### src/rtl/tl_sequence_monitor_pkg.sv
// Shared definitions for the traffic-light controller and its bus monitor:
// light codes, monitor state encoding and violation codes.
package tl_sequence_monitor_pkg;

    localparam logic [1:0] LightDark   = 2'b00;
    localparam logic [1:0] LightRed    = 2'b01;
    localparam logic [1:0] LightYellow = 2'b10;
    localparam logic [1:0] LightGreen  = 2'b11;

    typedef enum logic [2:0] {
        StDark  = 3'd0,
        StMrG   = 3'd1,
        StYMr   = 3'd2,
        StSrG   = 3'd3,
        StYSr   = 3'd4,
        StFault = 3'd5
    } mon_state_e;

    localparam logic [2:0] ErrNone        = 3'd0;
    localparam logic [2:0] ErrBothGreen   = 3'd1;
    localparam logic [2:0] ErrIllegalPair = 3'd2;
    localparam logic [2:0] ErrSequence    = 3'd3;
    localparam logic [2:0] ErrYellowLen   = 3'd4;
    localparam logic [2:0] ErrSrLen       = 3'd5;
    localparam logic [2:0] ErrMrShort     = 3'd6;

    function automatic logic pair_legal(input logic [1:0] mr, input logic [1:0] sr);
        return ({mr, sr} == {LightDark, LightDark})     ||
               ({mr, sr} == {LightGreen, LightRed})     ||
               ({mr, sr} == {LightYellow, LightYellow}) ||
               ({mr, sr} == {LightRed, LightGreen});
    endfunction

endpackage

### src/rtl/tl_sat_counter.sv
// 8-bit saturating counter; clear loads 1 and takes priority over increment.
module tl_sat_counter (
    input  logic       clk,
    input  logic       rst,
    input  logic       clr,
    input  logic       inc,
    output logic [7:0] count
);

    logic [7:0] count_q, count_d;

    always_comb begin
        count_d = count_q;
        if (clr) begin
            count_d = 8'd1;
        end else if (inc && (count_q != 8'hFF)) begin
            count_d = count_q + 8'd1;
        end
    end

    always_ff @(posedge clk or negedge rst) begin
        if (!rst) begin
            count_q <= 8'd0;
        end else begin
            count_q <= count_d;
        end
    end

    assign count = count_q;

endmodule

### src/rtl/tl_sequence_monitor.sv
// Passive light-bus checker: tracks the expected phase, measures phase runs and
// reports protocol/timing violations with a registered pulse, code and count.
module tl_sequence_monitor
    import tl_sequence_monitor_pkg::*;
#(
    parameter int unsigned MR_MIN_GREEN = 30,
    parameter int unsigned SR_GREEN_LEN = 10,
    parameter int unsigned YELLOW_LEN   = 3
) (
    input  logic       clk,
    input  logic       rst,
    input  logic [1:0] MR_ctl,
    input  logic [1:0] SR_ctl,
    output logic       err_valid,
    output logic [2:0] err_code,
    output logic [7:0] err_count,
    output logic [7:0] sr_phases,
    output logic       fault
);

    mon_state_e  state_q, state_d;
    logic [3:0]  prev_q;
    logic        err_valid_q, fault_q;
    logic [2:0]  err_code_q;
    logic [7:0]  run;
    logic [31:0] run_ext;
    logic        pair_new, is_dark, is_mrg, is_yel, is_srg, both_green;
    logic        succ, err_d, sr_inc;
    logic [2:0]  code_d, len_code;

    assign pair_new   = {MR_ctl, SR_ctl} != prev_q;
    assign is_dark    = {MR_ctl, SR_ctl} == {LightDark, LightDark};
    assign is_mrg     = {MR_ctl, SR_ctl} == {LightGreen, LightRed};
    assign is_yel     = {MR_ctl, SR_ctl} == {LightYellow, LightYellow};
    assign is_srg     = {MR_ctl, SR_ctl} == {LightRed, LightGreen};
    assign both_green = {MR_ctl, SR_ctl} == {LightGreen, LightGreen};
    assign run_ext    = {24'd0, run};

    // Length of the phase that is ending, judged by the state it was tracked in.
    always_comb begin
        len_code = ErrNone;
        if (state_q == StMrG) begin
            if (run_ext < MR_MIN_GREEN) len_code = ErrMrShort;
        end else if ((state_q == StYMr) || (state_q == StYSr)) begin
            if (run_ext != YELLOW_LEN) len_code = ErrYellowLen;
        end else if (state_q == StSrG) begin
            if (run_ext != SR_GREEN_LEN) len_code = ErrSrLen;
        end
    end

    always_comb begin
        state_d = state_q;
        err_d   = 1'b0;
        code_d  = ErrNone;
        sr_inc  = 1'b0;
        succ    = (is_mrg && ((state_q == StDark) || (state_q == StYSr))) ||
                  (is_yel && ((state_q == StMrG) || (state_q == StSrG)))  ||
                  (is_srg && (state_q == StYMr));
        if (pair_new) begin
            if (is_dark) begin
                state_d = StDark;
            end else if (both_green) begin
                state_d = StFault;
                err_d   = 1'b1;
                code_d  = ErrBothGreen;
            end else if (!pair_legal(MR_ctl, SR_ctl)) begin
                state_d = StFault;
                err_d   = 1'b1;
                code_d  = ErrIllegalPair;
            end else if (state_q != StFault) begin
                if (succ) begin
                    if (is_mrg) begin
                        state_d = StMrG;
                    end else if (is_srg) begin
                        state_d = StSrG;
                    end else begin
                        state_d = (state_q == StMrG) ? StYMr : StYSr;
                    end
                    err_d  = (len_code != ErrNone);
                    code_d = len_code;
                    sr_inc = (state_q == StSrG) && (run_ext == SR_GREEN_LEN);
                end else begin
                    // Resync onto a green; an unexpected yellow gives no anchor.
                    err_d  = 1'b1;
                    code_d = ErrSequence;
                    if (is_mrg) begin
                        state_d = StMrG;
                    end else if (is_srg) begin
                        state_d = StSrG;
                    end else begin
                        state_d = StFault;
                    end
                end
            end
        end
    end

    always_ff @(posedge clk or negedge rst) begin
        if (!rst) begin
            state_q     <= StDark;
            prev_q      <= {LightDark, LightDark};
            err_valid_q <= 1'b0;
            err_code_q  <= ErrNone;
            fault_q     <= 1'b0;
        end else begin
            state_q     <= state_d;
            prev_q      <= {MR_ctl, SR_ctl};
            err_valid_q <= err_d;
            if (err_d) err_code_q <= code_d;
            fault_q     <= (state_d == StFault);
        end
    end

    tl_sat_counter u_run_cnt (
        .clk   (clk),
        .rst   (rst),
        .clr   (pair_new),
        .inc   (1'b1),
        .count (run)
    );

    tl_sat_counter u_err_cnt (
        .clk   (clk),
        .rst   (rst),
        .clr   (1'b0),
        .inc   (err_d),
        .count (err_count)
    );

    tl_sat_counter u_sr_cnt (
        .clk   (clk),
        .rst   (rst),
        .clr   (1'b0),
        .inc   (sr_inc),
        .count (sr_phases)
    );

    assign err_valid = err_valid_q;
    assign err_code  = err_code_q;
    assign fault     = fault_q;

endmodule

### config.mk
export PLATFORM = sky130hd
export DESIGN_NAME = tl_sequence_monitor
export DESIGN_NICKNAME = d
export VERILOG_FILES = /design/src/rtl/tl_sequence_monitor_pkg.sv /design/src/rtl/tl_sat_counter.sv /design/src/rtl/tl_sequence_monitor.sv
export SDC_FILE = /design/constraint.sdc
export NUM_CORES = 1
export LEC_CHECK = 0
export CORE_MARGIN = 3
export CORE_UTILIZATION = 45
export DETAILED_ROUTE_END_ITERATION = 10
export GPL_TIMING_DRIVEN = 0
export MAX_ROUTING_LAYER = met4
export PLACE_DENSITY = 0.69
export SYNTH_ARGS = -nofsm -noshare
export SYNTH_HDL_FRONTEND = slang
export SYNTH_SLANG_ARGS = --single-unit
### constraint.sdc
create_clock -name clk -period 6.21 [get_ports clk]
set_clock_uncertainty 0.15 [all_clocks]
set_input_delay 0.9315 -clock clk [delete_from_list [all_inputs] [get_ports clk]]
set_output_delay 0.9315 -clock clk [all_outputs]
set_load 0.02 [all_outputs]
# Yosys cells after proc, flatten, opt, wreduce, memory -nomap -nowiden
# Cells that the tools add are included.
[classes]
n_addsub = 3
mul = 0
div_mod_pow = 0
n_lt_le_gt_ge = 1
n_eq_ne = 17
shift = 0
n_mux = 37
bitwise = 0
n_reduce_logical = 18
[op_table]
columns = ["operator", "count"]
rows = [
  ["$mux W3", 23],
  ["$add A8 B1 Y8 const B", 3],
  ["$ne A8 B8 Y1 const B", 3],
  ["$mux W8", 2],
  ["$eq A4 B4 Y1 const B", 3],
  ["$mux W1", 12],
  ["$eq A8 B4 Y1 const B", 1],
  ["$logic_or A1 B1 Y1", 8],
  ["$lt A8 B5 Y1 const B", 1],
  ["$ne A8 B2 Y1 const B", 1],
  ["$ne A8 B4 Y1 const B", 1],
  ["$eq A3 B2 Y1 const B", 2],
  ["$eq A3 B3 Y1 const B", 2],
  ["$logic_and A1 B1 Y1", 6],
  ["$eq A4 B3 Y1 const B", 1],
  ["$logic_not A4 Y1", 1],
  ["$ne A4 B4 Y1", 1],
  ["$eq A3 B1 Y1 const B", 1],
  ["$logic_not A3 Y1", 1],
  ["$ne A3 B3 Y1 const B", 1],
  ["$reduce_bool A3 Y1", 1],
  ["$reduce_bool A2 Y1", 1],
]
[word_totals]
register_bits = 36
latchBits = 0
ram_bits = 0
mem_bits_ro = 0
inputBits = 6
n_memories = 0

# Depth between registers and ports, before layout
[logic_depth]
ltp_word = 13
ltp_mapped = 9
ltp_nobuf = 8

# Modules after synthesis
# From an unflattened synthesis, not the netlist that was laid out.
[unflattened]
hier_cells = 232
hier_area_um2 = 2193.4
[modules_own_cells]
columns = ["module", "n_inst", "cells_each", "area_per_inst_um2"]
rows = [
  ["tl_sat_counter", 3, 49, 462.9],
  ["tl_sequence_monitor", 1, 85, 804.5],
]

# Worst setup path after synthesis
# No wires, ideal clock.
[synth_timing]
path_type = "input to register"
start = "input port MR_ctl[1]"
end = "register u_sr_cnt.count_q[1], in the netlist u_sr_cnt.count[1]"
setup_ps = 125
arrival_ps = 2445
path_slack_ps = 3490
cell_stages = 7
path_cell_list = "buf_2 nor4bb_1 nor2_1 o31a_1 and4bb_2 buf_2 mux2_2"
[synth_via]
elab_chain_len = 11
elab_cells_between_ends = 21
classes_between = "eq/ne (5); mux (6); reduce/logical (10)"
[synth_lines]
columns = ["item", "line_no", "text"]
rows = [
  ["start: declaration", "tl_sequence_monitor.sv:12", "input logic [1:0] MR_ctl,"],
  ["$eq A4 B4 Y1, on equally long branches", "--", ""],
  ["$logic_and A1 B1 Y1, on equally long branches", "tl_sequence_monitor.sv:56, tl_sequence_monitor.sv:57", ""],
  ["$logic_or A1 B1 Y1", "tl_sequence_monitor.sv:56", "succ = (is_mrg && ((state_q == StDark) || (state_q == StYSr))) ||"],
  ["$logic_or A1 B1 Y1", "tl_sequence_monitor.sv:57", "(is_yel && ((state_q == StMrG) || (state_q == StSrG))) ||"],
  ["$mux W1", "tl_sequence_monitor.sv:71", "if (succ) begin"],
  ["$mux W1", "tl_sequence_monitor.sv:70", "end else if (state_q != StFault) begin"],
  ["$mux W1", "tl_sequence_monitor.sv:66", "end else if (!pair_legal(MR_ctl, SR_ctl)) begin"],
  ["$mux W1", "tl_sequence_monitor.sv:62", "end else if (both_green) begin"],
  ["$mux W1", "tl_sequence_monitor.sv:60", "if (is_dark) begin"],
  ["$mux W1 (*)", "tl_sequence_monitor.sv:59", "if (pair_new) begin"],
  ["$logic_and A1 B1 Y1 (*)", "tl_sat_counter.sv:16", "end else if (inc && (count_q != 8'hFF)) begin"],
  ["end signal: assignment", "tl_sat_counter.sv:25", "count_q <= count_d;"],
  ["end: declaration", "tl_sat_counter.sv:10", "logic [7:0] count_q, count_d;"],
]
# Every way passes the cells marked *; elsewhere a longest branch is shown, timed or not.
# A chain may end at the register's enable or synchronous reset.

# Worst setup path in the final report
[layout_timing]
start = "input port SR_ctl[1]"
end = "register u_sr_cnt.count_q[1], in the netlist u_sr_cnt.count[1]"
[layout_via]
elab_chain_len = 11
elab_cells_between_ends = 21
classes_between = "eq/ne (5); mux (6); reduce/logical (10)"
[layout_lines]
columns = ["item", "line_no", "text"]
rows = [
  ["start: declaration", "tl_sequence_monitor.sv:13", "input logic [1:0] SR_ctl,"],
  ["$eq A4 B4 Y1, on equally long branches", "--", ""],
  ["$logic_and A1 B1 Y1, on equally long branches", "tl_sequence_monitor.sv:56, tl_sequence_monitor.sv:57", ""],
  ["$logic_or A1 B1 Y1", "tl_sequence_monitor.sv:56", ""],
  ["$logic_or A1 B1 Y1", "tl_sequence_monitor.sv:57", ""],
  ["$mux W1", "tl_sequence_monitor.sv:71", ""],
  ["$mux W1", "tl_sequence_monitor.sv:70", ""],
  ["$mux W1", "tl_sequence_monitor.sv:66", ""],
  ["$mux W1", "tl_sequence_monitor.sv:62", ""],
  ["$mux W1", "tl_sequence_monitor.sv:60", ""],
  ["$mux W1 (*)", "tl_sequence_monitor.sv:59", ""],
  ["$logic_and A1 B1 Y1 (*)", "tl_sat_counter.sv:16", ""],
]
# Marks and branches as above.

==> impl_metrics.env <==
export IMPL_io_buffers=26
export IMPL_p_clk_share_pct=31.1
export IMPL_critical_path_class="input pin to flop"
export IMPL_antenna_left=0
export IMPL_nNetsFinal=220
export IMPL_grt_usage_pct=17.3
export IMPL_max_freq_mhz=317
export IMPL_synth_top_family_by_area="simple AND/OR/NAND/NOR gates"
export IMPL_cp_max_fo=8
export IMPL_finalNonFillerCells=259
export IMPL_placed_area_um2=2190
export IMPL_p_sw_share_pct=29.1
export IMPL_clkSlewWorstSetupHoldPaths_ps=70
export IMPL_wl_per_cell_um=14.1
export IMPL_drv_cap=0
export IMPL_grt_pass1_vias=1427
export IMPL_antenna_found_initial=0
export IMPL_netlist_area_um2=1880
export IMPL_ys_flop_type="dfrtp_1"
export IMPL_power_frac_seq_pct=42.1
export IMPL_synth_compound_area_share_pct=8.52
export IMPL_power_density_nw_per_um2=308
export IMPL_power_mw=0.715
export IMPL_rsz0062_at_grt="no"
export IMPL_setup_ws_ps=3060
export IMPL_setup_viol=0
export IMPL_p_comb_share_pct=26.8
export IMPL_vias=1427
export IMPL_die_y_um=70.6
export IMPL_peakVddDrop_v=0.000210
export IMPL_seq_area_frac_synth_pct=47.9
export IMPL_yosys_top_cells_area="dfrtp_1 48%, xnor2_1 5.1%, xor2_1 4.7%"
export IMPL_syn_area_per_cell_um2=10.6
export IMPL_async_reset_ff_share_pct=100
export IMPL_start_util_pct=48.8
export IMPL_grt_max_degree=37
export IMPL_synth_xor_area_share_pct=9.79
export IMPL_required_ps=6240
export IMPL_drv_slew=0
export IMPL_leakage_nw=1.03
export IMPL_synthMuxAreaShare_pct=4.99
export IMPL_dieArea_um2=4990
export IMPL_core_area_um2=3850
export IMPL_gp_congestion=0.917
export IMPL_cp_arrival_ps=3180
export IMPL_die_w_um=70.6
export IMPL_postSynthCellCount=177
export IMPL_antenna_cells=0
export IMPL_cts_made_buffers=5
export IMPL_synth_largest_area_cell="dfrtp_1"
export IMPL_yosysMostFrequentCell="dfrtp_1"
export IMPL_via_per_inst=5.51
export IMPL_clk_latency_ps=290
export IMPL_area_delta_synth_final_pct=23.5
export IMPL_cts_sinks=36
export IMPL_status="finished clean"
export IMPL_placementRows=22
export IMPL_final_area_um2=2320
export IMPL_syn_nets=187
export IMPL_dp_hpwl_um=2640
export IMPL_dr_pass1_iters=4
export IMPL_yosys_cell_types_count=46
export IMPL_drt_iter0_markers=95
export IMPL_drt_total_wl_um=3660
export IMPL_synth_edf_count=0
export IMPL_period_share_pct=50.7
export IMPL_fin_tns_setup_ps=0
export IMPL_hold_class="flop to flop"
export IMPL_preCtsSetupSlack_ps=2790
export IMPL_yosysTopAreaCellShare_pct=47.9
export IMPL_synth_warning_count=0
export IMPL_cts_setup_buffers=0
export IMPL_cts_resized=0
export IMPL_cts_root_buf="clkbuf_8"
export IMPL_worst_pin_slew_ps=763
export IMPL_slew_headroom_pct=49.1
export IMPL_tritoncts="done"
export IMPL_power_switching_mw=0.208
export IMPL_cp_start_kind="input pin"
export IMPL_end_kind="flop"
export IMPL_synth_seq_cells=36
export IMPL_synth_top_cells_by_count="36 x dfrtp_1, 17 x nand2_1, 13 x nor2_1, 11 x nand3_1, 11 x xnor2_1"
export IMPL_clockBufferDepth=2
export IMPL_period_needed_ps=3150
export IMPL_hold_viol_final=0
export IMPL_drive_gt1_share_pct=12.3
export IMPL_num_io_pins=27
export IMPL_drc=0
export IMPL_yosys_area_share_simple_pct=23.3
export IMPL_placed_cells=251
export IMPL_grt_ovfl_total=0
export IMPL_cts_hold_buf=0
export IMPL_p_int_mw=0.507
export IMPL_synthAdderAreaFrac_pct=2.66
export IMPL_htreeDepth=2
export IMPL_grt_pass1_wl_um=6640
-- per-stage QoR --
step | util, % | hold slack [ps]
after floorplan | - | 363
after global placement | 57.1 | 335
after detailed placement | 56.9 | 344
after CTS | 60.2 | 361
after global routing | 60.2 | 376
final | 60.2 | 358
-- critical path: stages --
cell and delay, ps:
clkdlybuf4s50_1 480, buf_2 200, xor2_1 280, nor4_4 100
a21oi_1 360, and4bb_2 290, buf_2 190, mux2_2 350
-- power groups by stage --
stage	Sequential (mW)	Clock [mW]	Combinational, mW
6_report	0.301	0.222	0.191
5_1_grt	0.307	0.239	0.209
4_1_cts	0.301	0.229	0.195
3_5_place_dp	0.305	0	0.193
3_3_place_gp	0.302	0	0.191
2_1_floorplan	0.333	0	0.0807
-- placed cells by master, fill, tap and decap left out, types with 3 or more instances in the layout --
master,count
o21ai_0,5
xor2_1,10
ha_1,4
nand3_1,11
dfrtp_1,36
buf_2,4
and3_1,8
mux2i_1,3
clkdlybuf4s50_1,25
mux2_2,3
clkbuf_8,7
nand4_1,8
nand2_1,17
xnor2_1,11
nand2b_1,3
nor2_1,13
nor2b_1,3
-- metal layers --
layer | vias to the layer above | part of all wire (%) | GRT usage (%)
li1 | 697 | - | -
met1 | 684 | 46 | 21.6
met2 | 36 | 47 | 26.5
met3 | 10 | 5.3 | 4.55
met4 | 0 | 2.2 | 7.52
met5 | - | 0 | -
-- path summary, 6_finish.rpt --
kind / startpoint / endpoint / slack, ps / cells past startpoint
max: SR_ctl[1] / u_sr_cnt.count[1]$_DFFE_PN0P_ / 3060 / 8
min: u_sr_cnt.count[5]$_DFFE_PN0P_ / u_sr_cnt.count[5]$_DFFE_PN0P_ / 360 / 1
max reg2reg: u_run_cnt.count[1]$_DFFE_PN0P_ / u_err_cnt.count[6]$_DFFE_PN0P_ / 3640 / 8
min reg2reg: u_sr_cnt.count[5]$_DFFE_PN0P_ / u_sr_cnt.count[5]$_DFFE_PN0P_ / 360 / 1
max in group asynchronous: rst / state_q[1]$_DFF_PN0_ / 4860 / 1
min in group asynchronous: rst / prev_q[1]$_DFF_PN0_ / 560 / 1
-- area by class of cell --
cell class	instances	area, um2
well taps	48	60.1
repair buffers	26	255
fillers	340	1530
clock buffers	7	96.3
flip-flops and latches	36	901
plain buffers	7	45.0
inverters	2	7.51
clock inverters	1	30.0
multi-input cells	132	926
-- flip-flops by register name, indices dropped and copies added (netlist names) --
name and count:
state_q 3, u_run_cnt.count 8, fault 1, prev_q 4, err_code 3, err_valid 1, u_err_cnt.count 8, u_sr_cnt.count 8
-- kinds of logic (layout without fill, tap and decap cells) --
family          after synthesis  after routing
compound gates               21             21
xor+xnor                     21             21
fa+ha+maj                     4              4
buf+inv                       9             43
flops                        36             36
mux                           8              8
simple gates                 78             78
Note: power is estimated with default switching activity, not from simulation.
